==> src/rtl/mips_pkg.sv <==
// Shared MIPS fetch-side types: instruction-fetch FSM states and the default bubble instruction.
package mips_pkg;

  typedef enum logic [1:0] {
    StIdle,
    StReq,
    StWait
  } fetch_state_e;

  localparam logic [31:0] NOP_INSTR_DEFAULT = 32'h0000_0000;

endpackage

==> src/rtl/imem_fetch_if.sv <==
// Single-entry instruction hold register in front of a req/gnt/rvalid instruction memory.
// Presents the instruction for pcF or stalls fetch while one miss is outstanding.
module imem_fetch_if
  import mips_pkg::*;
#(
  parameter logic [31:0] NOP_INSTR = NOP_INSTR_DEFAULT
) (
  input  logic        clk,
  input  logic        reset,
  input  logic [31:0] pcF,
  input  logic        stallF,
  output logic [31:0] instrF,
  output logic        fetch_stall,
  output logic        imem_req,
  output logic [29:0] imem_addr,
  input  logic        imem_gnt,
  input  logic        imem_rvalid,
  input  logic [31:0] imem_rdata,
  output logic [15:0] miss_count
);

  fetch_state_e state_q, state_d;
  logic [29:0]  req_addr_q, req_addr_d;
  logic         hold_valid_q, hold_valid_d;
  logic [29:0]  hold_addr_q, hold_addr_d;
  logic [31:0]  hold_data_q, hold_data_d;
  logic [15:0]  miss_cnt_q, miss_cnt_d;

  logic [29:0]  pc_word;
  logic         hit;

  // stallF and the byte offset are observed but deliberately have no effect.
  logic         unused_inputs;
  assign unused_inputs = stallF ^ pcF[1] ^ pcF[0];

  assign pc_word = pcF[31:2];
  assign hit     = hold_valid_q && (hold_addr_q == pc_word);

  always_comb begin
    instrF      = hit ? hold_data_q : NOP_INSTR;
    fetch_stall = ~hit;
    miss_count  = miss_cnt_q;
  end

  always_comb begin
    state_d      = state_q;
    req_addr_d   = req_addr_q;
    hold_valid_d = hold_valid_q;
    hold_addr_d  = hold_addr_q;
    hold_data_d  = hold_data_q;
    miss_cnt_d   = miss_cnt_q;
    imem_req     = 1'b0;
    imem_addr    = '0;

    case (state_q)
      StIdle: begin
        if (!hit) begin
          req_addr_d = pc_word;
          state_d    = StReq;
        end
      end
      StReq: begin
        imem_req  = 1'b1;
        imem_addr = req_addr_q;
        if (imem_gnt) begin
          state_d = StWait;
          if (miss_cnt_q != 16'hFFFF) begin
            miss_cnt_d = miss_cnt_q + 16'd1;
          end
        end
      end
      StWait: begin
        if (imem_rvalid) begin
          // Data for a PC the datapath has moved away from is dropped.
          if (req_addr_q == pc_word) begin
            hold_valid_d = 1'b1;
            hold_addr_d  = req_addr_q;
            hold_data_d  = imem_rdata;
          end
          state_d = StIdle;
        end
      end
      default: state_d = StIdle;
    endcase
  end

  always_ff @(posedge clk) begin
    if (reset) begin
      state_q      <= StIdle;
      req_addr_q   <= '0;
      hold_valid_q <= 1'b0;
      hold_addr_q  <= '0;
      hold_data_q  <= '0;
      miss_cnt_q   <= '0;
    end else begin
      state_q      <= state_d;
      req_addr_q   <= req_addr_d;
      hold_valid_q <= hold_valid_d;
      hold_addr_q  <= hold_addr_d;
      hold_data_q  <= hold_data_d;
      miss_cnt_q   <= miss_cnt_d;
    end
  end

endmodule

==> config.mk <==
export PLATFORM = sky130hd
export DESIGN_NAME = imem_fetch_if
export DESIGN_NICKNAME = d
export VERILOG_FILES = /design/src/rtl/mips_pkg.sv /design/src/rtl/imem_fetch_if.sv
export SDC_FILE = /design/constraint.sdc
export NUM_CORES = 1
export LEC_CHECK = 0
export BUFFER_PORTS_ARGS = -buffer_cell sky130_fd_sc_hd__buf_2
export CAP_MARGIN = 20
export CORE_ASPECT_RATIO = 0.75
export CORE_MARGIN = 2
export CORE_UTILIZATION = 48
export CTS_CLUSTER_DIAMETER = 40
export DETAILED_ROUTE_END_ITERATION = 8
export GPL_ROUTABILITY_DRIVEN = 0
export PLACE_DENSITY = 0.76
export SLEW_MARGIN = 25
export SYNTH_ARGS = -nofsm -noshare
export SYNTH_HDL_FRONTEND = slang
export SYNTH_SLANG_ARGS = --single-unit
==> constraint.sdc <==
create_clock -name clk -period 1.9 [get_ports clk]
set_clock_uncertainty 0.1 [all_clocks]
set_input_delay 0.38 -clock clk [delete_from_list [all_inputs] [get_ports clk]]
set_output_delay 0.38 -clock clk [all_outputs]
set_load 0.005 [all_outputs]
---- After elaboration in Yosys (flattened, before gate mapping) ----
Cells that the tools add are included.
storage, ports and cells
  flip-flop bits (word level) ............. 111
  bits of input ports ..................... 69
  word-level logic and storage cells ...... 29
operators by class
  add/sub/neg operators ................... 1
  equal/unequal tests ..................... 8
  multiplexer cells ....................... 7
  bitwise gates (word level) .............. 1
  reductions and logical operators ........ 6
operators with widths
  kind                   count
  $eq 30x30->1           2
  $mux 32                1
  $mux 30                1
  $add 16x1->16 const B  1
  $ne 16x16->1 const B   1
  $reduce_and 3->1       3
  $mux 2                 3
  $ne 2x2->1 const B     3
  $pmux 2 s3             1
  $eq 2x1->1 const B     1
  $eq 2x2->1 const B     1
  $logic_not 2->1        1
  $reduce_and 2->1       1
  $logic_and 1x1->1      1
  $mux 1                 1
  $not 1->1              1

---- Logic depth before layout (Yosys ltp) ----
Gate-level depths: netlist of run 1.
  word-level depth ........................ 4
  mapped depth ............................ 7
  gate-level depth less buffers ........... 6

---- Worst setup path before layout of run 1 ----
No wires, ideal clock.
  path kind ............................... input -> output
  start ................................... in pcF[25]
  end ..................................... out instrF[10]
  arrival time ............................ 1.477 ns
  data required time ...................... 1.420 ns
  setup slack ............................. -0.057 ns
  cell stages on the path ................. 5
  cells stage by stage .................... xnor2_1 nand4_1 nor4_4 clkbuf_1 and3_1
between the ends
  longest elaborated chain between the ends .. 3
RTL lines
  item               RTL line             text
  start, declared    imem_fetch_if.sv:10  input logic [31:0] pcF,
  $eq 30x30->1       imem_fetch_if.sv:37  assign hit = hold_valid_q && (hold_addr_q == pc_word);
  $logic_and 1x1->1  imem_fetch_if.sv:37
  $mux 32            imem_fetch_if.sv:40  instrF = hit ? hold_data_q : NOP_INSTR;
  end, declared      imem_fetch_if.sv:12  output logic [31:0] instrF,
No other way between the ends.

---- Worst setup path after layout of run 1 ----
  start ................................... reg hold_addr_q[19]
  end ..................................... out fetch_stall
between the ends
  longest elaborated chain between the ends .. 3
RTL lines
  item                    RTL line             text
  start, declared         imem_fetch_if.sv:25  logic [29:0] hold_addr_q, hold_addr_d;
  start signal, assigned  imem_fetch_if.sv:99  hold_addr_q <= hold_addr_d;
  $eq 30x30->1            imem_fetch_if.sv:37
  $logic_and 1x1->1       imem_fetch_if.sv:37
  $not 1->1 (no line)     n/a
  end, declared           imem_fetch_if.sv:13  output logic fetch_stall,
No other way between the ends.

==> results of run 1 <==
==> worst min path at each step <==
stage          slack (ns)              end
6_report             0.17   hold_data_q[3]
3_5_place_dp         0.36     hold_valid_q
5_1_grt              0.17   hold_data_q[3]
2_1_floorplan        0.34     hold_valid_q
3_3_place_gp         0.35  hold_data_q[20]
4_1_cts              0.16  hold_data_q[21]
==> metal layers <==
layer  wire (um)  up-vias  track usage  share of wire
met5           0        -            0              0
met4         642        0       0.0926          0.029
met3        2020       57       0.0706          0.092
met2       10500      310        0.495           0.48
met1        8830     3016        0.400           0.40
li1            -     2739            -              -
==> through the flow <==
stage	power [mW]	instances	setup slack (ns)
floorplan	2.82	673	-0.00353
global placement	3.15	992	-0.472
detailed placement	3.17	992	-0.484
CTS	5.38	1039	-0.548
global route	5.68	1034	-0.668
finish	5.52	1034	-0.618
==> area by class of cell <==
type                    instances  share of cell area
diodes                          1            0.000270
clock buffers                   9              0.0243
clock inverters                 7              0.0113
inverters                       4             0.00162
multi-input cells             502               0.480
flip-flops and latches        111               0.242
well taps                     162              0.0218
repair buffers                238               0.218
==> critical path, delay by kind of cell (launching register included) <==
| family | cells | cell delay (ns) |
|---|---|---|
| xor gates and xnor gates | 1 | 0.24 |
| buffers and inverters | 4 | 0.45 |
| DFF | 1 | 0.34 |
| and+or+nand+nor | 3 | 0.65 |
==> cell usage after synthesis, types with 2 or more instances <==
| library cell | instances |
|---|---|
| mux2i_1 | 31 |
| nor2_1 | 19 |
| and3_1 | 32 |
| xor2_1 | 30 |
| buf_2 | 8 |
| nor4_4 | 2 |
| nand2b_1 | 60 |
| a21oi_1 | 66 |
| xnor2_1 | 45 |
| nor3_1 | 4 |
| a2111oi_0 | 2 |
| o21ai_0 | 62 |
| dfxtp_1 | 111 |
| a211oi_1 | 5 |
| inv_1 | 4 |
| nor4_1 | 8 |
| nand2_1 | 9 |
| clkbuf_1 | 36 |
| and4_1 | 3 |
| buf_4 | 8 |
| buf_6 | 4 |
| and2_1 | 32 |
| nand3_1 | 70 |
| nand4_1 | 12 |
| a2111oi_2 | 3 |
==> logic make-up after synthesis <==
kind of cell	Yosys count
muxes	31
buffers and inverters	60
DFF	111
AOI/OAI and AO/OA	140
adders and majority gates	1
xor gates and xnor gates	75
and+or+nand+nor	255
==> timing repair <==
action,4_1_cts,5_1_grt
gates cloned,14,1
endpoints found under the setup margin,152,164
pin swaps,65,99
gates resized for setup,106,291
setup buffers,17,2
==> report_power, final <==
group	total (mW)	internal (mW)	switching (mW)
registers	2.46	2.39	0.0704
logic	0.943	0.470	0.473
clock network	2.12	1.18	0.942
total	5.52	4.03	1.49
==> flip-flops by register name, summed over array words and instances, names as in the netlist <==
register and flops:
hold_addr_q 30, hold_valid_q 1, miss_count 16, hold_data_q 32, req_addr_q 30, state_q 2
==> metrics.yaml, run 1 <==
drt_iter0_markers: 537
slowest_delay_ns: 0.34
finalWorstSetupSlack_ns: -0.618
place_area_um2: 7130
clk_latency_ns: 0.36
cts_tree: "done"
finalSetupViolations: 155
vias_per_cell: 5.92
io_pins: 149
cts_root_buf: "clkbuf_16"
synth_xor_area_frac: 0.114
rr_startpoint: "hold_addr_q[19]"
die_y_um: 98.7
antenna_found_initial: 1
synth_top_area_cell: "dfxtp_1"
wire_per_inst_um: 21.3
dieArea_um2: 12900
synth_compound_area_frac: 0.133
fin_area_um2: 9280
drive_gt1_frac: 0.571
cts_hold_buf: 0
max_freq_mhz: 397
crit_path_top_delay_cell: "dfxtp_2"
numPortBuffers: 145
ys.flop_type: "dfxtp_1"
synth.area.mux_share: 0.0541
ys_seq_area_frac: 0.387
worstPathCellList: "xnor2_2 > nand4_1 > nor4_4 > buf_6 > buf_12 > and2_4 > inv_1 > buf_2"
fin_crit_ns: 2.52
pwr_density_cell_nw_per_um2: 595
h-tree-depth: 3
irDropWorstVdd_uv: 842
synth.area.top_cells: "dfxtp_1 (39%), xnor2_1 (6.9%), nand2b_1 (6.5%)"
ff2ff_path_depth: 11
synth_cells: 673
holdPathStages: 3
clock_path_buffers: 2
grt_pass1_wl_mm: 30.0
p_leak_nw: 3.60
utilization: 0.799
worstSetupEndpointType: "output port"
hold_viol: 0
vias: 6122
startpoint: "hold_addr_q[19]"
synth_area_um2: 5740
rsz0062_at_grt: "true"
grt_overflow: 0
syn_to_final_growth_pct: 61.7
grt_use_total: 0.303
grt_max_degree: 43
tightestPinTransition_ns: 0.525
grt_pass1_vias: 5831
synth_area_per_cell_um2: 8.53
slew-limit-headroom: 0.649
start_util: 0.494
multi_input_area_um2: 4460
fin_hold_ws_ns: 0.174
period_share: 1.33
drv_slew: 0
synth.distinct_cells: 32
yosysWarningCount: 0
r2r-end: "req_addr_q[18]"
ant_nets: 0
final_nets: 936
fillCellCount: 706
cp.required_ns: 1.42
tns_ns: -38.07
min_path_type: "input pin to flip-flop"
tritoncts_num_sinks: 111
core_um2: 11600
synth_top_family_by_area: "simple AND/OR/NAND/NOR gates"
final_common_cell: "buf_2"
synth_fa_ha_area_frac: 0.00218
async_reset_ff_frac: 0
synth_edf_count: 0
startpoint_type: "flip-flop"
numCtsBuffers: 9
crit_path_end: "fetch_stall"
firstDrtPassIters: 5
drc_errors: 0
syn-num-nets: 743
netlist.area_leader.share: 0.387
yosys_register_bits: 111
ff2ff_setup_slack_ns: -0.41
status: "finished with violations"
routed_wl_mm: 22.0
worst-path-max-fanout: 17
regArea_um2: 2250
clk_pin_slew_ns: 0.08
arrival_ns: 2.04
dp_hpwl_mm: 11.8
row_count: 34
violations: "negative setup slack"
synthSimpleGateAreaFrac: 0.258
drv_cap: 0
hp-start: "imem_rdata[3]"
path_class: "flip-flop to output port"
die_w_um: 130
layout_common_cells: "buf_2 (117), dfxtp_1 (94), nand2b_1 (60)"
Power figures use the tool's default switching activity.
==> inputs of run 2 (changes only) <==
- GPL_TIMING_DRIVEN: unset -> 0
==> metrics.yaml, run 2 (same netlist as run 1, synthesis figures left out) <==
wl_met3_mm: 2.11  # was 2.02 mm
grt_max_degree: 19  # was 43
min_path_type: "input pin to flip-flop"  # unchanged
fillCellCount: 590  # was 706
antenna_found_initial: 0  # was 1
p_leak_nw: 3.64  # was 3.60 nW
cp.required_ns: 1.42  # about the same
top_layer: "met4"  # unchanged
h-tree-depth: 3  # unchanged
status: "finished with violations"  # unchanged
clock_path_buffers: 2  # unchanged
grt_pass1_vias: 5566  # was 5831
worstSetupEndpointType: "output port"  # unchanged
slew-limit-headroom: 0.467  # was 0.649
drive_gt1_frac: 0.585  # was 0.571
tightestPinTransition_ns: 0.800  # was 0.525 ns
clk_pin_slew_ns: 0.08  # about the same
pwr_density_cell_nw_per_um2: 579  # was 595 nW/um^2
grt_overflow: 0  # unchanged
wl_met2_mm: 11.6  # was 10.5 mm
vias_per_cell: 6.18  # was 5.92
n_antenna_cell: 0  # was 1
finalSetupViolations: 156  # was 155
irDropWorstVdd_uv: 965  # was 842 uV
start_util: 0.494  # unchanged
drt_iter0_markers: 541  # was 537
violations: "negative setup slack"  # unchanged
regArea_um2: 2260  # was 2250 um^2
cts_tree: "done"  # unchanged
firstDrtPassIters: 5  # unchanged
vias: 6386  # was 6122
fin_crit_ns: 2.65  # was 2.52 ns
tns_ns: -41.08  # was -38.07 ns
numPortBuffers: 144  # was 145
period_share: 1.40  # was 1.33
finalWorstSetupSlack_ns: -0.753  # was -0.618 ns
routed_wl_mm: 24.2  # was 22.0 mm
wl_met1_mm: 9.52  # was 8.83 mm
syn_to_final_growth_pct: 67.3  # was 61.7%
place_ws_ns: -0.784  # was -0.484 ns
numCtsBuffers: 9  # unchanged
largest_register_ff_count: 32  # unchanged
io_pins: 149  # unchanged
die_w_um: 130  # unchanged
clk_latency_ns: 0.36  # about the same
cts_root_buf: "clkbuf_16"  # unchanged
row_count: 34  # unchanged
grt_pass1_wl_mm: 28.4  # was 30.0 mm
dp_hpwl_mm: 12.5  # was 11.8 mm
grt_use_total: 0.280  # was 0.303
layout_common_cells: "buf_2 (112), dfxtp_1 (87), nand2b_1 (60)"  # was buf_2 (117), dfxtp_1 (94), nand2b_1 (60)
rsz0062_at_grt: "true"  # unchanged
ant_nets: 0  # unchanged
path_class: "flip-flop to output port"  # unchanged
max_freq_mhz: 377  # was 397 MHz
drc_errors: 0  # unchanged
die_y_um: 98.7  # unchanged
top_register: "hold_data_q"  # unchanged
final_common_cell: "buf_2"  # unchanged
tritoncts_num_sinks: 111  # unchanged
multi_input_area_um2: 4570  # was 4460 um^2
hold_viol: 0  # unchanged
worst-path-max-fanout: 6  # was 17
arrival_ns: 2.17  # was 2.04 ns
ff2ff_setup_slack_ns: -0.40  # was -0.41 ns
dieArea_um2: 12900  # unchanged
drv_cap: 0  # unchanged
startpoint_type: "flip-flop"  # unchanged
drv_slew: 0  # unchanged
reg_top3: "hold_data_q (32), hold_addr_q (30), req_addr_q (30)"  # unchanged
core_um2: 11600  # unchanged
wire_per_inst_um: 23.4  # was 21.3 um
final_nets: 937  # was 936
run 2: cell types whose count changed in the layout (fill, tap and decap cells not counted), sizes merged:
cell and delta:
buf -28, clkbuf +30, clkinvlp -1, diode -1
run 2: per-stage QoR:
step / area [um^2] / hold WS (ns) / utilization / power [mW] / instances
after floorplan: 5850 / 0.337 / - / 2.82 / 673
after global placement: 6770 / 0.352 / 0.583 / 3.06 / 979
after detailed placement: 6770 / 0.361 / 0.583 / 3.08 / 979
after CTS: 7800 / 0.170 / 0.672 / 5.29 / 1013
after global routing: 9600 / 0.167 / 0.827 / 5.65 / 1034
final: 9600 / 0.164 / 0.827 / 5.56 / 1034
run 2: repair_timing:
item,in CTS,in global routing
cloned,7,13
endpoints found under the setup margin,171,158
hold buffers,0,0
pin swaps,32,107
buffers inserted,13,12
resized for setup,158,390
run 2: layout make-up:
cell class | instances | area share
well taps | 162 | 0.0211
plain buffers | 54 | 0.0682
inverters | 4 | 0.00156
flip-flops and latches | 111 | 0.236
repair buffers | 185 | 0.163
multi-input cells | 502 | 0.476
clock buffers | 10 | 0.0249
clock inverters | 6 | 0.00951
run 2: layer usage:
layer / vias up / track usage
met3: 97 / 0.0543
met2: 393 / 0.445
met4: 0 / 0.0711
li1: 2743 / -
met1: 3153 / 0.393
met5: - / 0
run 2: final timing paths:
check                                startpoint              to  cells past startpoint
worst min-delay path              imem_rdata[5]  hold_data_q[5]                      3
worst min register to register   hold_data_q[7]  hold_data_q[7]                      2
worst max-delay path            hold_addr_q[21]       instrF[9]                      7
worst max register to register  hold_addr_q[21]  req_addr_q[22]                     10
run 2: where the power goes:
group | leakage (nW) | internal [mW] | switching (mW)
clock network | 0.163 | 1.20 | 0.957
logic | 2.56 | 0.436 | 0.463
registers | 0.912 | 2.39 | 0.109
run 2: worst max-delay path, stage by stage, from the launching register on:
cell and delay [ns]:
dfxtp_1 0.35, xnor2_1 0.28, nand4_1 0.19, nor4_4 0.33
buf_6 0.20, clkbuf_8 0.16, and3_1 0.16, buf_2 0.12
==> inputs of run 3 (changes only) <==
==> constraint.sdc (replaced) <==
create_clock -name clk -period 1.9 [get_ports clk]
set_clock_uncertainty 0.1 [all_clocks]
set_input_delay 0.095 -clock clk [delete_from_list [all_inputs] [get_ports clk]]
set_output_delay 0.095 -clock clk [all_outputs]
set_load 0.005 [all_outputs]
==> metrics.yaml, run 3 (same netlist as run 1, synthesis figures left out) <==
grt_overflow: 0  # unchanged
p_total_mw: 5.41  # was 5.56 mW
grt_pass1_wl_mm: 30.0  # was 28.4 mm
grt_use_total: 0.297  # was 0.280
vias_per_cell: 6.00  # was 6.18
drc_errors: 0  # unchanged
hold_viol: 0  # unchanged
cp.required_ns: 1.70  # was 1.42 ns
slew-limit-headroom: 0.466  # was 0.467
fin_crit_ns: 2.42  # was 2.65 ns
switchingPower_mw: 1.53  # about the same
grt_pass1_vias: 5764  # was 5566
fillCellCount: 590  # unchanged
n_antenna_cell: 0  # unchanged
min_path_type: "input pin to flip-flop"  # unchanged
dp_cells: 979  # unchanged
layout_common_cells: "buf_2 (145), dfxtp_1 (86), dlygate4sd3_1 (64)"  # was buf_2 (112), dfxtp_1 (87), nand2b_1 (60)
core_um2: 11600  # unchanged
fin_hold_ws_ns: 0.173  # was 0.164 ns
die_w_um: 130  # unchanged
drt_iter0_markers: 581  # was 541
combPwrFrac: 0.164  # was 0.162
seqPwrFrac: 0.462  # was 0.450
row_count: 34  # unchanged
vias: 6613  # was 6386
tightestPinTransition_ns: 0.800  # about the same
grt_max_degree: 19  # unchanged
pwr_density_cell_nw_per_um2: 559  # was 579 nW/um^2
clkPwrFrac: 0.375  # was 0.389
clk_latency_ns: 0.37  # was 0.36 ns
irDropWorstVdd_uv: 395  # was 965 uV
drv_cap: 0  # unchanged
period_share: 1.28  # was 1.40
io_pins: 149  # unchanged
max_freq_mhz: 413  # was 377 MHz
firstDrtPassIters: 4  # was 5
place_area_um2: 6660  # was 6770 um^2
numCtsBuffers: 9  # unchanged
reg_top3: "hold_data_q (32), hold_addr_q (30), req_addr_q (30)"  # unchanged
top_register: "hold_data_q"  # unchanged
dp_hpwl_mm: 11.8  # was 12.5 mm
final_cells: 1103  # was 1034
fin_area_um2: 9690  # was 9600 um^2
largest_register_ff_count: 32  # unchanged
start_util: 0.494  # unchanged
violations: "negative setup slack"  # unchanged
intPower_mw: 3.88  # was 4.03 mW
cts_root_buf: "clkbuf_16"  # unchanged
worst-path-max-fanout: 10  # was 6
place_ws_ns: -0.480  # was -0.784 ns
p_leak_nw: 3.75  # was 3.64 nW
startpoint_type: "flip-flop"  # unchanged
die_y_um: 98.7  # unchanged
antenna_found_initial: 0  # unchanged
worstSetupEndpointType: "output port"  # unchanged
rsz0062_at_grt: "true"  # unchanged
dieArea_um2: 12900  # unchanged
h-tree-depth: 3  # unchanged
status: "finished with violations"  # unchanged
drive_gt1_frac: 0.497  # was 0.585
clock_path_buffers: 2  # unchanged
ant_nets: 0  # unchanged
utilization: 0.834  # was 0.827
cts_tree: "done"  # unchanged
tns_ns: -32.05  # was -41.08 ns
routed_wl_mm: 24.8  # was 24.2 mm
swShare: 0.283  # was 0.275
drv_slew: 0  # unchanged
syn_to_final_growth_pct: 68.8  # was 67.3%
final_common_cell: "buf_2"  # unchanged
final_nets: 1006  # was 937
numPortBuffers: 144  # unchanged
tritoncts_num_sinks: 111  # unchanged
finalSetupViolations: 127  # was 156
arrival_ns: 2.23  # was 2.17 ns
finalWorstSetupSlack_ns: -0.524  # was -0.753 ns
wire_per_inst_um: 22.5  # was 23.4 um
path_class: "flip-flop to output port"  # unchanged
clk_pin_slew_ns: 0.08  # about the same
==> run 3: path summary, 6_finish.rpt <==
| path | from | to | slack (ns) | cells after the start |
|---|---|---|---|---|
| setup / recovery | hold_addr_q[27] | instrF[15] | -0.52 | 7 |
| hold / removal | reset | req_addr_q[10] | 0.17 | 3 |
| setup reg to reg | hold_addr_q[27] | req_addr_q[11] | -0.34 | 9 |
| hold reg to reg | hold_data_q[20] | hold_data_q[20] | 0.37 | 2 |
==> run 3: power groups by stage <==
stage	Sequential (mW)	Clock [mW]	Combinational, mW
after CTS	2.46	1.98	0.695
after detailed placement	2.52	0	0.545
after floorplan	2.49	0	0.321
after global routing	2.50	2.12	0.919
after global placement	2.52	0	0.539
final	2.50	2.03	0.886
==> run 3: area by class of cell <==
class                           count  area, um^2  share of cell area
Tap cell                          162         203              0.0209
Clock inverter                      6        68.8             0.00710
Sequential cell                   111        2280               0.235
Multi-Input combinational cell    502        4410               0.456
Buffer                             56         569              0.0588
Clock buffer                       10         239              0.0247
Inverter                            4        15.0             0.00155
Timing Repair Buffer              252        1900               0.196
==> run 3: what timing repair did <==
item,CTS,global route
setup buffers,14,14
cloned,7,9
gates resized for setup,130,321
pin swaps,25,132
endpoints found under the hold margin,64,0
endpoints found under the setup margin,168,149
hold buffers,64,0
==> run 3: worst max-delay path, cell delays in order (launching register included) <==
cell and delay [ns]:
dfxtp_1 0.36, xnor2_1 0.26, nand4_1 0.21, nor4_4 0.33
buf_6 0.19, clkbuf_8 0.16, and3_1 0.21, buf_2 0.14
==> run 3: routing by layer <==
metal	vias up	global-route usage	wire [um]
li1	2875	-	-
met1	3185	0.422	9780
met2	430	0.464	11300
met3	123	0.0456	2420
met4	0	0.0959	1330
met5	-	0	0
